--- src/rtl/weight_bank.sv ---
// ---------------------------------------------------------------------------
// weight_bank
//
// Holds one convolution weight set: KERNEL_COUNT kernel words, BIAS_COUNT
// bias words and a single MACC coefficient in the last address. Words arrive
// over a flat write interface and are served to the conv engine through a
// registered kernel read port plus continuous bias/coefficient views.
//
// Optional feature macro: WEIGHT_BANK_DOUBLE_BUF_EN
//   defined   : two banks. New sets load into the staging bank while the
//               engine reads the active bank; a swap handshake exchanges them.
//   undefined : one live bank. Writes land directly in it, and a swap only
//               acknowledges and rearms load_done.
//
// WEIGHT_COUNT must equal KERNEL_COUNT + BIAS_COUNT + 1.
//
// Ports
//   clk             : clock, rising edge
//   rst_n           : asynchronous active-low reset
//   weight_wr_data  : word to store
//   weight_wr_addr  : flat word address
//   weight_wr_en    : one-cycle write strobe
//   kernel_rd_en    : kernel read request
//   kernel_rd_addr  : kernel index
//   kernel_rd_data  : registered kernel word from the active bank
//   kernel_rd_valid : high the cycle kernel_rd_data answers a request
//   bias_data       : active-bank biases, bias 0 in bits [31:0]
//   macc_coeff      : active-bank MACC coefficient
//   swap_req        : level request from the engine for the staged set
//   swap_ack        : one-cycle pulse when a swap takes effect
//   load_done       : every staging address written since last swap/reset
//   weights_ready   : the active bank holds a complete set
//   addr_err        : sticky out-of-range write flag
// ---------------------------------------------------------------------------
module weight_bank #(
  parameter int KERNEL_COUNT = 72,
  parameter int BIAS_COUNT   = 4,
  parameter int WEIGHT_COUNT = 77
) (
  input  logic                     clk,
  input  logic                     rst_n,
  input  logic [31:0]              weight_wr_data,
  input  logic [31:0]              weight_wr_addr,
  input  logic                     weight_wr_en,
  input  logic                     kernel_rd_en,
  input  logic [6:0]               kernel_rd_addr,
  output logic [31:0]              kernel_rd_data,
  output logic                     kernel_rd_valid,
  output logic [BIAS_COUNT*32-1:0] bias_data,
  output logic [31:0]              macc_coeff,
  input  logic                     swap_req,
  output logic                     swap_ack,
  output logic                     load_done,
  output logic                     weights_ready,
  output logic                     addr_err
);

  localparam int ADDR_W = $clog2(WEIGHT_COUNT);
  localparam logic [31:0] WEIGHT_LIMIT = 32'(WEIGHT_COUNT);
  localparam logic [6:0]  KERNEL_LIMIT = 7'(KERNEL_COUNT);

  logic [WEIGHT_COUNT-1:0] wr_mask;
  logic [WEIGHT_COUNT-1:0] mask_next;
  logic [ADDR_W-1:0]       wr_idx;
  logic [ADDR_W-1:0]       rd_idx;
  logic                    wr_in_range;
  logic                    wr_accept;
  logic                    rd_in_range;
  logic                    swap_fire;
  logic [31:0]             active_view [WEIGHT_COUNT];

  assign wr_idx      = weight_wr_addr[ADDR_W-1:0];
  assign rd_idx      = ADDR_W'(kernel_rd_addr);
  assign wr_in_range = (weight_wr_addr < WEIGHT_LIMIT);
  assign wr_accept   = weight_wr_en && wr_in_range;
  assign rd_in_range = (kernel_rd_addr < KERNEL_LIMIT);

  // A write in the same cycle as a pending swap wins; the swap waits for the
  // first write-free cycle, so the colliding word lands in the pre-swap
  // staging bank and is carried across by the swap.
  assign swap_fire = swap_req && load_done && !weight_wr_en;

`ifdef WEIGHT_BANK_DOUBLE_BUF_EN

  logic [31:0] bank0 [WEIGHT_COUNT];
  logic [31:0] bank1 [WEIGHT_COUNT];
  logic        bank_sel;

  // Writes only ever touch the staging bank, i.e. the one not selected.
  always_ff @(posedge clk or negedge rst_n) begin
    if (!rst_n) begin
      for (int i = 0; i < WEIGHT_COUNT; i++) begin
        bank0[i] <= '0;
        bank1[i] <= '0;
      end
    end else if (wr_accept) begin
      if (bank_sel) begin
        bank0[wr_idx] <= weight_wr_data;
      end else begin
        bank1[wr_idx] <= weight_wr_data;
      end
    end
  end

  always_ff @(posedge clk or negedge rst_n) begin
    if (!rst_n) begin
      bank_sel <= 1'b0;
    end else if (swap_fire) begin
      bank_sel <= ~bank_sel;
    end
  end

  always_comb begin
    for (int i = 0; i < WEIGHT_COUNT; i++) begin
      active_view[i] = bank_sel ? bank1[i] : bank0[i];
    end
  end

  // Ready means a complete set has been swapped in at least once.
  always_ff @(posedge clk or negedge rst_n) begin
    if (!rst_n) begin
      weights_ready <= 1'b0;
    end else if (swap_fire) begin
      weights_ready <= 1'b1;
    end
  end

`else

  logic [31:0] bank0 [WEIGHT_COUNT];

  // Single live bank: writes are immediately visible to the engine.
  always_ff @(posedge clk or negedge rst_n) begin
    if (!rst_n) begin
      for (int i = 0; i < WEIGHT_COUNT; i++) begin
        bank0[i] <= '0;
      end
    end else if (wr_accept) begin
      bank0[wr_idx] <= weight_wr_data;
    end
  end

  always_comb begin
    for (int i = 0; i < WEIGHT_COUNT; i++) begin
      active_view[i] = bank0[i];
    end
  end

  // Ready rises together with the first load_done and stays until reset.
  always_ff @(posedge clk or negedge rst_n) begin
    if (!rst_n) begin
      weights_ready <= 1'b0;
    end else if (&mask_next) begin
      weights_ready <= 1'b1;
    end
  end

`endif

  // Write-completion mask for the staging set. A swap and an accepted write
  // can never share a cycle, so clearing has no conflict with setting.
  always_comb begin
    mask_next = wr_mask;
    if (swap_fire) begin
      mask_next = '0;
    end else if (wr_accept) begin
      mask_next[wr_idx] = 1'b1;
    end
  end

  // load_done is computed from the next mask so it is high in the cycle
  // right after the completing write and drops on the swap edge.
  always_ff @(posedge clk or negedge rst_n) begin
    if (!rst_n) begin
      wr_mask   <= '0;
      load_done <= 1'b0;
    end else begin
      wr_mask   <= mask_next;
      load_done <= &mask_next;
    end
  end

  always_ff @(posedge clk or negedge rst_n) begin
    if (!rst_n) begin
      swap_ack <= 1'b0;
      addr_err <= 1'b0;
    end else begin
      swap_ack <= swap_fire;
      if (weight_wr_en && !wr_in_range) begin
        addr_err <= 1'b1;
      end
    end
  end

  // Registered read of the bank that is active during the request cycle, so
  // a read in the swap cycle still sees the old set. Data holds when idle.
  always_ff @(posedge clk or negedge rst_n) begin
    if (!rst_n) begin
      kernel_rd_data  <= '0;
      kernel_rd_valid <= 1'b0;
    end else begin
      kernel_rd_valid <= kernel_rd_en;
      if (kernel_rd_en) begin
        kernel_rd_data <= rd_in_range ? active_view[rd_idx] : 32'h0;
      end
    end
  end

  for (genvar b = 0; b < BIAS_COUNT; b++) begin : g_bias
    assign bias_data[b*32 +: 32] = active_view[KERNEL_COUNT + b];
  end

  assign macc_coeff = active_view[WEIGHT_COUNT - 1];

endmodule
--- config.mk ---
export PLATFORM = sky130hd
export DESIGN_NAME = weight_bank
export DESIGN_NICKNAME = d
export VERILOG_FILES = /design/src/rtl/weight_bank.sv
export SDC_FILE = /design/constraint.sdc
export NUM_CORES = 2
export LEC_CHECK = 0
export CORE_MARGIN = 2
export CORE_UTILIZATION = 61
export CTS_BUF_LIST = sky130_fd_sc_hd__clkbuf_4 sky130_fd_sc_hd__clkbuf_8
export DETAILED_ROUTE_END_ITERATION = 10
export MAX_ROUTING_LAYER = met4
export PLACE_DENSITY = 0.79
export SETUP_SLACK_MARGIN = 0.05
export SLEW_MARGIN = 20
export SYNTH_ARGS = -nofsm -noshare
export SYNTH_HDL_FRONTEND = slang
export SYNTH_SLANG_ARGS = --single-unit
export TNS_END_PERCENT = 50
--- constraint.sdc ---
create_clock -name clk -period 2.3 [get_ports clk]
set_input_delay 0.23 -clock clk [delete_from_list [all_inputs] [get_ports clk]]
set_output_delay 0.23 -clock clk [all_outputs]
set_load 0.005 [all_outputs]
==> summary.txt <==
Post-synth ARST share - 100%
post-route ant nets - 0
initial core utilization - 61.3%
number of distinct library cells after synthesis - 49
final WL - 306000 µm
total iterations of the first detailed-routing run - 5
H-tree depth - 5
DRC viols - 0
vias in the first global route - 72.6k
RSZ-0062 raised after global routing - yes
Post-Syn Area - 0.116 mm²
Core Area - 0.190 mm²
total CTS buffers - 424
failing checks - negative setup slack
number of port buffers - 272
clock latency on the worst-skew pair - 1.08 ns
endpoints failing setup - 20
nets - 7824
final worst slack - -0.223 ns
vias - 67.5k
RR Startpoint - active_view[2080]
layout cells sized above 1 - 58.3%
Overflow after GRT - 0
register area - 0.0645 mm²
status - finished, violations left
Hold EP - active_view[1672]
Final Cycle Share - 110%
Max Fclk - 396 MHz
syn nets - 7295
most frequent cells in the layout - dfrtp_1, mux2_2, mux4_2
dpl cell area - 0.126 mm²
synth-to-layout area growth - 16.8%
largest net degree at the start of global routing - 115
clk sink count - 2578
R2R depth - 5
RD Place Congestion - 0.968
Mapped Cells - 7219
hold path startpoint - weight_wr_data[8]
CP Class - reg -> reg
die height - 441 µm
Worst EP required - 3.24 ns
Yosys reg bits - 2578
Die W - 441 µm
drt wl/cell - 28.9 µm
Pleak - 66.9 nW
Cell Rows - 160
crit path time final - 2.52 ns
root buffer cell - clkbuf_8
Max Root-Sink Buffers - 4
CTS tree - built
1st-iter DRT viols - 5483
clock slew at reported path FFs - 0.06 ns
area occupied by multi-input gates - 0.0482 mm²
HP Class - in -> reg
Tot Pwr - 92.1 mW
relative slew slack - 24.3%
fill count - 11.9k
Main synth FF type - dfrtp_1
crit start category - flip-flop
crit path capture type - flip-flop
Mapped Avg Cell Area - 16.1 µm²
Critical path origin - active_view[2080]
dpl hpwl - 195000 µm
Post-synth EDFFs - 0
first-pass GRT wire length - 465000 µm
Reg2Reg Capture Point - kernel_rd_data[0]
most common cell after layout, fill and taps aside - dfrtp_1
synth warn - 0
Worst Tran Pin Value - 1.13 ns
max-slew violations - 0
Final Cell Area - 0.136 mm²
Seq/Total Area, Yosys - 55.5%
Max FO, Critical Path - 2
worst vdd ir - 621 µV
worst hold stages - 3
initial antenna violation count - 15
Final Skew - 0.0656 ns
Max Cap Violations - 0
critical path arrival - 3.46 ns
vias per cell - 6.38
PwrDens - 678 mW/mm²
Final Hold Viols - 0
reg2reg setup slack - -0.22 ns
overall routing resource usage - 33.2%
IO Count - 273
die area - 0.194 mm²
setup_tns - -1.79 ns
## through the flow
step	worst slack (ns)	hold slack, ns	util, %	std cells
5_1_grt	-0.212	0.0781	71.6	10600
4_1_cts	-0.172	-0.313	71.5	10600
3_5_place_dp	-0.960	0.109	66.4	9775
6_report	-0.223	0.102	71.6	10600
3_3_place_gp	-1.05	0.107	66.4	9775
2_1_floorplan	-0.0409	-0.0656	-	7219
## per-layer routing
layer	vias up	wire [µm]	track usage, %
met1	36900	126000	44.7
met5	-	0	-
met4	0	11400	12.0
met3	653	20500	6.33
li1	27800	-	-
met2	2234	148000	51.1
## worst max path at each step
stage	end	cells past startpoint	slack [ns]
2_1_floorplan	kernel_rd_data[10]	8	-0.04
3_3_place_gp	weights_ready	10	-1.05
3_5_place_dp	weights_ready	10	-0.96
4_1_cts	kernel_rd_data[0]	5	-0.17
5_1_grt	kernel_rd_data[7]	6	-0.21
6_report	kernel_rd_data[0]	5	-0.22
## sequential cells by signal, indices dropped and copies added, names as in the netlist
register / cells
bias_data: 128
kernel_rd_data: 32
active_view: 2304
addr_err: 1
load_done: 1
swap_ack: 1
kernel_rd_valid: 1
macc_coeff: 32
wr_mask: 77
weights_ready: 1
## repair_timing
item,CTS,global route
gates resized for setup,89,21
pin swaps,2,12
setup buffers,2,1
endpoints found under the hold margin,4141,9
hold buffers,55,1
setup endpoints to repair,86,27
## cells by family after synthesis
family / count (synthesis) / share of synthesized area, %
AO/OA/AOI/OAI: 179 / 0.991
buffers and inverters: 905 / 3.77
flip-flops: 2578 / 55.5
multiplexers: 3232 / 38.2
AND/OR/NAND/NOR: 325 / 1.57
## area by class of cell
type | count | area share (%)
antenna | 9 | 0.0166
clock buffer | 692 | 6.39
clock inverter | 50 | 0.278
inverter | 33 | 0.0912
multi-input combinational | 3736 | 35.5
sequential | 2578 | 47.5
tap | 2511 | 2.31
timing repair buffer | 975 | 7.91
## worst max-delay path, cell delays in order, from the launching register on
cell and delay, ns:
dfrtp_1 0.37, mux4_2 0.49, mux4_2 0.63, mux4_2 0.59, a21oi_4 0.26, nor2_2 0.05
## power by group
group          switching (mW)  internal (mW)
combinational            2.95           1.45
clock                    18.1           24.1
sequential             0.0513           45.4
total                    21.1           71.0
## synth_stat cells (6+ instances only)
cell       instances  area, µm²
dfrtp_1         2578      64500
mux2_2          2387      26900
mux4_2           716      16100
clkbuf_1         367       1380
buf_2            241       1210
buf_4            172       1290
nor2_1           121        454
buf_1             87        327
mux2_1            77        867
mux2i_1           52        521
a21oi_1           51        255
nand2_1           40        150
o21ai_0           34        170
inv_1             33        124
and2_1            30        188
nand3_1           27        135
o41ai_1           23        201
nor3_1            21        105
nor4_2            21        263
nor4_1            19        119
o22ai_1           18        113
a22oi_1           10       75.1
o21a_1            10       75.1
o22a_1            10       87.6
nand4_1            9       56.3
a31oi_1            6       37.5
o2111ai_1          6       52.6
(Power assumes the default switching activity.)
